## src/rtl/mole_pkg.sv

```systemverilog
// Shared definitions for the whack-a-mole scheduler: states, level codes and
// the hole-index fold that maps a 3-bit random value onto the five holes.
package mole_pkg;

    localparam int NUM_HOLES = 5;

    localparam logic [1:0] LVL_EASY = 2'd0;
    localparam logic [1:0] LVL_MED  = 2'd1;
    localparam logic [1:0] LVL_HARD = 2'd2;

    typedef enum logic [1:0] {
        IDLE = 2'd0,
        PICK = 2'd1,
        SHOW = 2'd2,
        GAP  = 2'd3
    } state_t;

    // Values 5..7 fold down onto holes 2..4, then a repeat of the previous
    // hole is bumped to the next one so a hole never lights twice in a row.
    function automatic logic [2:0] fold_idx(input logic [2:0] raw,
                                            input logic [2:0] last);
        logic [2:0] v;
        v = (raw >= 3'd5) ? (raw - 3'd3) : raw;
        if (v == last) begin
            v = (v == 3'd4) ? 3'd0 : (v + 3'd1);
        end
        return v;
    endfunction

endpackage

```

## src/rtl/mole_lfsr16.sv

```systemverilog
// Free-running 16-bit Fibonacci LFSR (taps 16,14,13,11) used as the
// random source for hole selection.
module mole_lfsr16 #(
    parameter logic [15:0] SEED = 16'hACE1
) (
    input  logic        clk,
    input  logic        rst_n,
    output logic [15:0] o_lfsr
);

    logic [15:0] r_lfsr;
    logic        w_fb;

    assign w_fb = r_lfsr[15] ^ r_lfsr[13] ^ r_lfsr[12] ^ r_lfsr[10];

    always_ff @(posedge clk or negedge rst_n) begin
        if (!rst_n) begin
            r_lfsr <= SEED;
        end else begin
            r_lfsr <= {r_lfsr[14:0], w_fb};
        end
    end

    assign o_lfsr = r_lfsr;

endmodule

```

## src/rtl/mole_scheduler.sv

```systemverilog
// Round sequencer: picks a hole, shows the mole for a level-dependent time,
// reports hit or timeout, then holds the board dark for a fixed gap.
//
// state | meaning
// IDLE  | game stopped, board dark
// PICK  | one cycle: choose hole, load lifetime, count the round
// SHOW  | mole lit, waiting for hit or lifetime expiry
// GAP   | board dark between moles
module mole_scheduler
    import mole_pkg::*;
#(
    parameter int                 TICK_W        = 32,
    parameter logic [TICK_W-1:0]  ON_TICKS_EASY = 300_000_000,
    parameter logic [TICK_W-1:0]  ON_TICKS_MED  = 200_000_000,
    parameter logic [TICK_W-1:0]  ON_TICKS_HARD = 100_000_000,
    parameter logic [TICK_W-1:0]  GAP_TICKS     = 50_000_000,
    parameter logic [15:0]        LFSR_SEED     = 16'hACE1
) (
    input  logic                 clk,
    input  logic                 rst_n,
    input  logic                 i_enable,
    input  logic [1:0]           i_level,
    input  logic [NUM_HOLES-1:0] i_hit_vec,
    output logic [NUM_HOLES-1:0] o_mole_led,
    output logic                 o_hit_pulse,
    output logic                 o_timeout_pulse,
    output logic [7:0]           o_round_count
);

    state_t                r_state;
    logic [TICK_W-1:0]     r_timer;
    logic [2:0]            r_last_idx;
    logic [NUM_HOLES-1:0]  r_mole_led;
    logic                  r_hit_pulse;
    logic                  r_timeout_pulse;
    logic [7:0]            r_round_count;

    state_t                w_next_state;
    logic [TICK_W-1:0]     w_next_timer;
    logic [2:0]            w_next_last;
    logic [NUM_HOLES-1:0]  w_next_led;
    logic                  w_next_hit;
    logic                  w_next_to;
    logic [7:0]            w_next_rc;
    logic [15:0]           w_lfsr;
    logic [2:0]            w_pick_idx;
    logic [TICK_W-1:0]     w_on_ticks;
    logic                  w_timer_last;

    mole_lfsr16 #(
        .SEED (LFSR_SEED)
    ) u_lfsr (
        .clk    (clk),
        .rst_n  (rst_n),
        .o_lfsr (w_lfsr)
    );

    assign w_pick_idx   = fold_idx(w_lfsr[2:0], r_last_idx);
    assign w_timer_last = (r_timer == TICK_W'(1));

    always_comb begin
        case (i_level)
            LVL_EASY: w_on_ticks = ON_TICKS_EASY;
            LVL_MED:  w_on_ticks = ON_TICKS_MED;
            default:  w_on_ticks = ON_TICKS_HARD;
        endcase
    end

    always_comb begin
        w_next_state = r_state;
        w_next_timer = r_timer;
        w_next_last  = r_last_idx;
        w_next_led   = r_mole_led;
        w_next_hit   = 1'b0;
        w_next_to    = 1'b0;
        w_next_rc    = r_round_count;

        case (r_state)
            IDLE: begin
                w_next_led = '0;
                if (i_enable) begin
                    w_next_state = PICK;
                    w_next_rc    = 8'd0;
                end
            end
            PICK: begin
                if (!i_enable) begin
                    w_next_state = IDLE;
                    w_next_led   = '0;
                end else begin
                    w_next_state = SHOW;
                    w_next_last  = w_pick_idx;
                    w_next_timer = w_on_ticks;
                    w_next_led   = NUM_HOLES'(1) << w_pick_idx;
                    w_next_rc    = (r_round_count == 8'hFF) ? r_round_count
                                                            : r_round_count + 8'd1;
                end
            end
            SHOW: begin
                // Disable outranks a hit, and a hit outranks expiry.
                if (!i_enable) begin
                    w_next_state = IDLE;
                    w_next_led   = '0;
                end else if (i_hit_vec[r_last_idx]) begin
                    w_next_state = GAP;
                    w_next_led   = '0;
                    w_next_hit   = 1'b1;
                    w_next_timer = GAP_TICKS;
                end else if (w_timer_last) begin
                    w_next_state = GAP;
                    w_next_led   = '0;
                    w_next_to    = 1'b1;
                    w_next_timer = GAP_TICKS;
                end else begin
                    w_next_timer = r_timer - TICK_W'(1);
                end
            end
            GAP: begin
                w_next_led = '0;
                if (!i_enable) begin
                    w_next_state = IDLE;
                end else if (w_timer_last) begin
                    w_next_state = PICK;
                end else begin
                    w_next_timer = r_timer - TICK_W'(1);
                end
            end
            default: begin
                w_next_state = IDLE;
                w_next_led   = '0;
            end
        endcase
    end

    always_ff @(posedge clk or negedge rst_n) begin
        if (!rst_n) begin
            r_state         <= IDLE;
            r_timer         <= '0;
            r_last_idx      <= 3'd0;
            r_mole_led      <= '0;
            r_hit_pulse     <= 1'b0;
            r_timeout_pulse <= 1'b0;
            r_round_count   <= 8'd0;
        end else begin
            r_state         <= w_next_state;
            r_timer         <= w_next_timer;
            r_last_idx      <= w_next_last;
            r_mole_led      <= w_next_led;
            r_hit_pulse     <= w_next_hit;
            r_timeout_pulse <= w_next_to;
            r_round_count   <= w_next_rc;
        end
    end

    assign o_mole_led      = r_mole_led;
    assign o_hit_pulse     = r_hit_pulse;
    assign o_timeout_pulse = r_timeout_pulse;
    assign o_round_count   = r_round_count;

endmodule

```

## config.mk

```make
export PLATFORM = sky130hd
export DESIGN_NAME = mole_scheduler
export DESIGN_NICKNAME = d
export VERILOG_FILES = /design/src/rtl/mole_pkg.sv /design/src/rtl/mole_lfsr16.sv /design/src/rtl/mole_scheduler.sv
export SDC_FILE = /design/constraint.sdc
export NUM_CORES = 1
export LEC_CHECK = 0
export BUFFER_PORTS_ARGS = -buffer_cell sky130_fd_sc_hd__buf_2
export CAP_MARGIN = 10
export CORE_MARGIN = 3
export CORE_UTILIZATION = 60
export DETAILED_ROUTE_END_ITERATION = 10
export GPL_TIMING_DRIVEN = 0
export PLACE_DENSITY = 0.84
export SLEW_MARGIN = 40
export SYNTH_ARGS = -nofsm -noshare
export SYNTH_HDL_FRONTEND = slang
export SYNTH_HIERARCHICAL = 1
export SYNTH_SLANG_ARGS = --single-unit
```

## constraint.sdc

```tcl
create_clock -name clk -period 8.2 [get_ports clk]
set_input_delay 0.41 -clock clk [delete_from_list [all_inputs] [get_ports clk]]
set_output_delay 0.41 -clock clk [all_outputs]
set_load 0.02 [all_outputs]
```

==> run summary, run 1 <==
Worst path required time = 8430 ps
Fin Setup TNS = 0 ps
Global-route wire length before repair = 15100 um
FF-to-FF path depth = 9
CP max stage cell = dfstp_2
HP Class = flip-flop to flip-flop
Synthesized net count = 413
Width of the die = 85.4 um
Placed cell count = 496
Worst r2r dst = o_mole_led[4]
Die ar. = 7290 um^2
R2R Setup Slk = 5130 ps
Max Cap Violations = 0
Clk_lat worst skew = 350 ps
Port Buffer Count = 23
Placer Congestion = 0.916
Row cnt = 28
Critical path data arrival time = 3310 ps
WL per Instance = 17.8 um
Max IR drop VDD = 0.163 mV
Hold Vio Cnt, Final = 0
Initial Util = 62.7%
Final net count = 449
Static leakage = 1.83 nW
Crit path buffers/inverters = 0
Final period util = 37.5%
EDFF count, synth = 0
Delay-heaviest family, CP = compound AO/OA/AOI/OAI gates
H-tree levels = 3
Postcts setup bufs = 0
Post-Syn Instances = 397
Slew HR = 46.6%
Vias/cell = 6.48
Main flop type after synthesis = dfrtp_1
CTS tree = built
Critical Path Max Stage Delay = 610 ps
Die Ht = 85.4 um
Max Slew Vio Count = 0
Hold path startpoint = u_lfsr/o_lfsr[9]
Via count = 3323
Layout Skew = 15.8 ps
Max Fclk = 0.326 GHz
Final min period = 3070 ps
Pwr dens = 262 nW/um^2
CP Depth = 9
DRT antenna net count = 0
Drt drc = 0
Finished Layout Cells = 513
CTS clk-pin slew, worst paths = 70 ps
CORE AREA = 6030 um^2
Worst Tran Pin Value = 795 ps
Clk sinks = 68
Layout area overhead = 13.9%
Outcome = finished, final reports clean
Reg2reg start = u_lfsr/o_lfsr[0]
Final WL = 9140 um
CTS Root Cell = clkbuf_8
Worst Path Class, Setup = flip-flop to flip-flop
Gr ovfl total = 0
Register area share after synthesis = 45.3%
Worst hold path endpoint = u_lfsr/o_lfsr[10]
#FFs+latches synth = 68
CP most frequent cell = ha_1
Cell Chain, Critical Path = ha_1 > and2_1 > or3_1 > ha_1 > a21oi_1 > o221ai_1 > o41ai_1 > nand3_1 > o31ai_1
Mapped Area = 3780 um^2
Vias in the first global route = 3203
Placed wire-length estimate = 6160 um
Mean Syn Cell Area = 9.52 um^2
1st-pass router iterations = 5
RSZ-0062 raised after global routing = false
Initial antenna violation count = 0
Io pins = 25
Total CTS buffers = 9
CTS Buffer Depth = 2
Number of antenna diodes = 0
Share of cells above drive strength 1 = 16.4%
Worst Path Max Fanout = 8
Final hold slack = 356 ps
Initial DRC Count = 291
Gr usage total = 26.2%
Async S/R FF share, synth = 100%
Setup crit start kind = flip-flop
Pin count of the biggest net entering global routing = 47
Syn. warnings = 6
Hold Path Depth = 0
Crit path from = u_lfsr/o_lfsr[0]
Tot Pwr = 1.13 mW
Worst setup EP type = flip-flop
Yosys cell types = 65
Final setup viols = 0
[layer usage]
layer / up-vias / global-route usage (%) / share of wire, %
met3: 18 / 5.24 / 7.5
met1: 1594 / 34.9 / 43
met2: 160 / 42.2 / 48
met4: 0 / 9.78 / 2.0
met5: - / 0 / 0
li1: 1551 / - / -
[worst max-delay path by stage]
stage                          to  slack, ps
floorplan           o_mole_led[0]       5520
global placement    o_mole_led[0]       5240
detailed placement  o_mole_led[4]       5150
CTS                 o_mole_led[4]       5160
global route        o_mole_led[3]       4980
finish              o_mole_led[4]       5130
[cells in the mapped netlist (3+ instances only)]
| master | count | area share (%) |
|---|---|---|
| a21o_1 | 4 | 0.79 |
| a21oi_1 | 17 | 2.3 |
| a22o_1 | 4 | 0.93 |
| a22oi_1 | 3 | 0.60 |
| a31oi_1 | 5 | 0.83 |
| and2_1 | 3 | 0.50 |
| and3_1 | 10 | 1.7 |
| buf_2 | 3 | 0.40 |
| clkbuf_1 | 8 | 0.79 |
| dfrtp_1 | 60 | 40 |
| dfstp_2 | 8 | 5.6 |
| ha_1 | 6 | 2.0 |
| inv_1 | 16 | 1.6 |
| mux2i_1 | 3 | 0.79 |
| nand2_1 | 35 | 3.5 |
| nand2b_1 | 7 | 1.2 |
| nand3_1 | 14 | 1.9 |
| nand4_1 | 4 | 0.66 |
| nor2_1 | 26 | 2.6 |
| nor3_1 | 24 | 3.2 |
| nor4_1 | 6 | 0.99 |
| o211ai_1 | 5 | 0.99 |
| o21a_1 | 4 | 0.79 |
| o21ai_0 | 25 | 3.3 |
| o21ai_1 | 3 | 0.40 |
| o22a_1 | 3 | 0.70 |
| o31ai_1 | 13 | 2.6 |
| o41ai_1 | 3 | 0.70 |
| or3_1 | 4 | 0.66 |
| or4_1 | 10 | 2.0 |
| xnor2_1 | 3 | 0.70 |
| xor2_1 | 15 | 3.5 |
[layout by cell type, fill, tap and decap left out, drive strengths merged, types with 3 or more instances in the layout]
master   n
dfrtp   60
nand2   35
buf     31
o21ai   29
nor2    27
nor3    24
a21oi   18
clkbuf  18
inv     17
xor2    15
nand3   15
o31ai   13
or4     11
and3    10
dfstp    8
nor4     8
nand2b   7
ha       6
a31oi    5
o211ai   5
nand4    5
o21a     5
or3      4
a22o     4
a21o     4
bufinv   4
and2     3
mux2i    3
xnor2    3
o41ai    3
a22oi    3
o22a     3
[area by class of cell]
cell class              instances  area (um^2)
plain buffers                  15         82.6
clock buffers                  10          128
clock inverters                 6          138
fillers                       434         1720
inverters                      17         63.8
multi-input cells             297         1940
flip-flops and latches         68         1710
well taps                      75         93.8
repair buffers                 25          148
[state kept, by name (all words and copies together) (netlist names)]
signal           count
r_state              2
o_timeout_pulse      1
r_timer             32
r_last_idx           3
o_mole_led           5
o_hit_pulse          1
o_round_count        8
u_lfsr/o_lfsr       16
[what timing repair did]
| item | 4_1_cts | 5_1_grt |
|---|---|---|
| gates resized for setup | 0 | 0 |
| hold buffers | 1 | 0 |
| endpoints found under the hold margin | 22 | 0 |
[through the flow]
step                area [um^2]  util (%)  setup WS, ps
global route               4300      71.4          4980
CTS                        4290      71.2          5160
detailed placement         4020      66.7          5150
floorplan                  3780         -          5520
global placement           3990      66.2          5240
finish                     4300      71.4          5130
[cell families (layout without fill, tap and decap cells)]
group | count (synthesis) | in the layout | share of synthesized area (%)
AO/OA/AOI/OAI | 111 | 111 | 20.6
XOR/XNOR | 18 | 18 | 4.17
adder cells (fa/ha/maj) | 6 | 6 | 1.99
buffers and inverters | 32 | 73 | 3.87
flip-flops | 68 | 68 | 45.3
multiplexers | 3 | 3 | 0.795
AND/OR/NAND/NOR | 159 | 159 | 23.3
[worst reg2reg max path: stages, from the launching register on]
cell	delay (ps)
dfstp_2	610
ha_1	250
and2_1	170
or3_1	410
ha_1	240
a21oi_1	150
o221ai_1	210
o41ai_1	550
nand3_1	150
o31ai_1	240
[where the power goes]
part           switching [mW]  internal (mW)  leakage [nW]
Clock                   0.133          0.234         0.131
Sequential             0.0701          0.389         0.849
Combinational           0.185          0.116         0.850
Power figures use the tool's default switching activity.
==> run 2: changes to the inputs <==
==> constraint.sdc (replaced) <==
create_clock -name clk -period 3 [get_ports clk]
set_input_delay 0.15 -clock clk [delete_from_list [all_inputs] [get_ports clk]]
set_output_delay 0.15 -clock clk [all_outputs]
set_load 0.02 [all_outputs]
==> run summary, run 2 (synthesis results as in run 1) <==
Outcome = finished, final reports clean
Row cnt = 28
DRT antenna net count = 0
Hold path startpoint = i_enable
Most frequent cells in the layout = dfrtp_1, nand2_1, nor2_1
Initial antenna violation count = 0
Port Buffer Count = 23
Max Cap Violations = 0
Worst setup EP type = flip-flop
Gr usage total = 26.2%
Crit path from = u_lfsr/o_lfsr[0]
Global-route wire length before repair = 15100 um
RSZ-0062 raised after global routing = false
CTS Root Cell = clkbuf_8
CORE AREA = 6030 um^2
1st-pass router iterations = 5
Slew HR = 46.7%
Die ar. = 7290 um^2
Max Slew Vio Count = 0
Static leakage = 1.84 nW
Total CTS buffers = 9
Initial Util = 62.7%
Width of the die = 85.4 um
Worst Tran Pin Value = 794 ps
CTS Buffer Depth = 2
Placed wire-length estimate = 6160 um
Final setup viols = 0
Final hold slack = 186 ps
Die Ht = 85.4 um
Placer Congestion = 0.916
Max Fclk = 0.355 GHz
Share of cells above drive strength 1 = 17.4%
Layout Skew = 13.4 ps
H-tree levels = 3
Final net count = 449
Reg2reg start = u_lfsr/o_lfsr[0]
Postcts setup bufs = 0
HP Class = primary input to flip-flop
Vias in the first global route = 3213
Max reg flops = 32
Fin Setup TNS = 0 ps
Commonest non-fill, non-tap cell in the layout = dfrtp_1
Number of antenna diodes = 0
Worst Path Max Fanout = 8
Layout area overhead = 14.5%
Final min period = 2810 ps
Final WL = 9290 um
Vias/cell = 6.52
Clk sinks = 68
Worst path required time = 3240 ps
Clk_lat worst skew = 350 ps
Max IR drop VDD = 0.445 mV
CTS tree = built
CTS clk-pin slew, worst paths = 80 ps
Critical path data arrival time = 3060 ps
Pin count of the biggest net entering global routing = 47
Initial DRC Count = 345
Via count = 3344
Biggest register = r_timer
Worst Path Class, Setup = flip-flop to flip-flop
WL per Instance = 18.1 um
Drt drc = 0
Gr ovfl total = 0
Setup crit start kind = flip-flop
Final period util = 93.8%
Final Util = 71.8%
Pwr dens = 714 nW/um^2
Hold Vio Cnt, Final = 0
Io pins = 25
## run 2: critical path, stage by stage (launching register included)
cell,delay [ps]
dfstp_2,620
ha_1,250
and2_1,170
or3_1,420
ha_1,250
a21oi_1,190
o221ai_2,160
o41ai_2,300
nand3_1,130
o31ai_1,230
## run 2: metrics by stage
stage	std cells	worst slack (ps)	power, mW	instance area (um^2)
final	513	185	3.09	4330
after global routing	513	8.84	3.24	4330
after CTS	513	68.2	3.06	4300
after detailed placement	496	-54.7	2.05	4020
after global placement	495	38.7	2.02	3990
after floorplan	397	316	1.83	3780
## run 2: path summary, 6_finish.rpt
path | endpoint | slack, ps | cells after the start
setup / recovery | o_mole_led[4] | 190 | 9
hold / removal | r_state[0] | 190 | 3
setup reg to reg | o_mole_led[4] | 190 | 9
hold reg to reg | u_lfsr/o_lfsr[10] | 360 | 0
max in group asynchronous | u_lfsr/o_lfsr[0] | 2170 | 3
min in group asynchronous | r_timer[5] | 240 | 2
## run 2: per-layer routing
| metal | wire [um] | global-route usage [%] | up-vias | part of all wire (%) |
|---|---|---|---|---|
| met4 | 183 | 9.78 | 0 | 2.0 |
| met3 | 602 | 5.24 | 20 | 6.5 |
| met1 | 4020 | 34.8 | 1632 | 43 |
| met2 | 4480 | 42.7 | 140 | 48 |
| met5 | 0 | 0 | - | 0 |
| li1 | - | - | 1552 | - |
## run 2: what timing repair did
item | 4_1_cts | 5_1_grt
resized for setup | 1 | 3
setup endpoints to repair | 5 | 5
cloned | 0 | 0
endpoints found under the hold margin | 22 | 0
hold buffers | 1 | 0
pin swaps | 0 | 2
## run 2: where the power goes
group	internal, mW	switching (mW)	leakage [nW]	total, mW
Sequential	1.06	0.191	0.849	1.25
Combinational	0.317	0.510	0.861	0.827
Clock	0.640	0.367	0.131	1.01
Total	2.02	1.07	1.84	3.09
## run 2: area by class of cell
cell class	instances	area [um^2]
multi-input cells	297	1960
flip-flops and latches	68	1710
fillers	425	1700
repair buffers	25	148
clock inverters	6	138
clock buffers	10	128
well taps	75	93.8
plain buffers	15	82.6
inverters	17	63.8
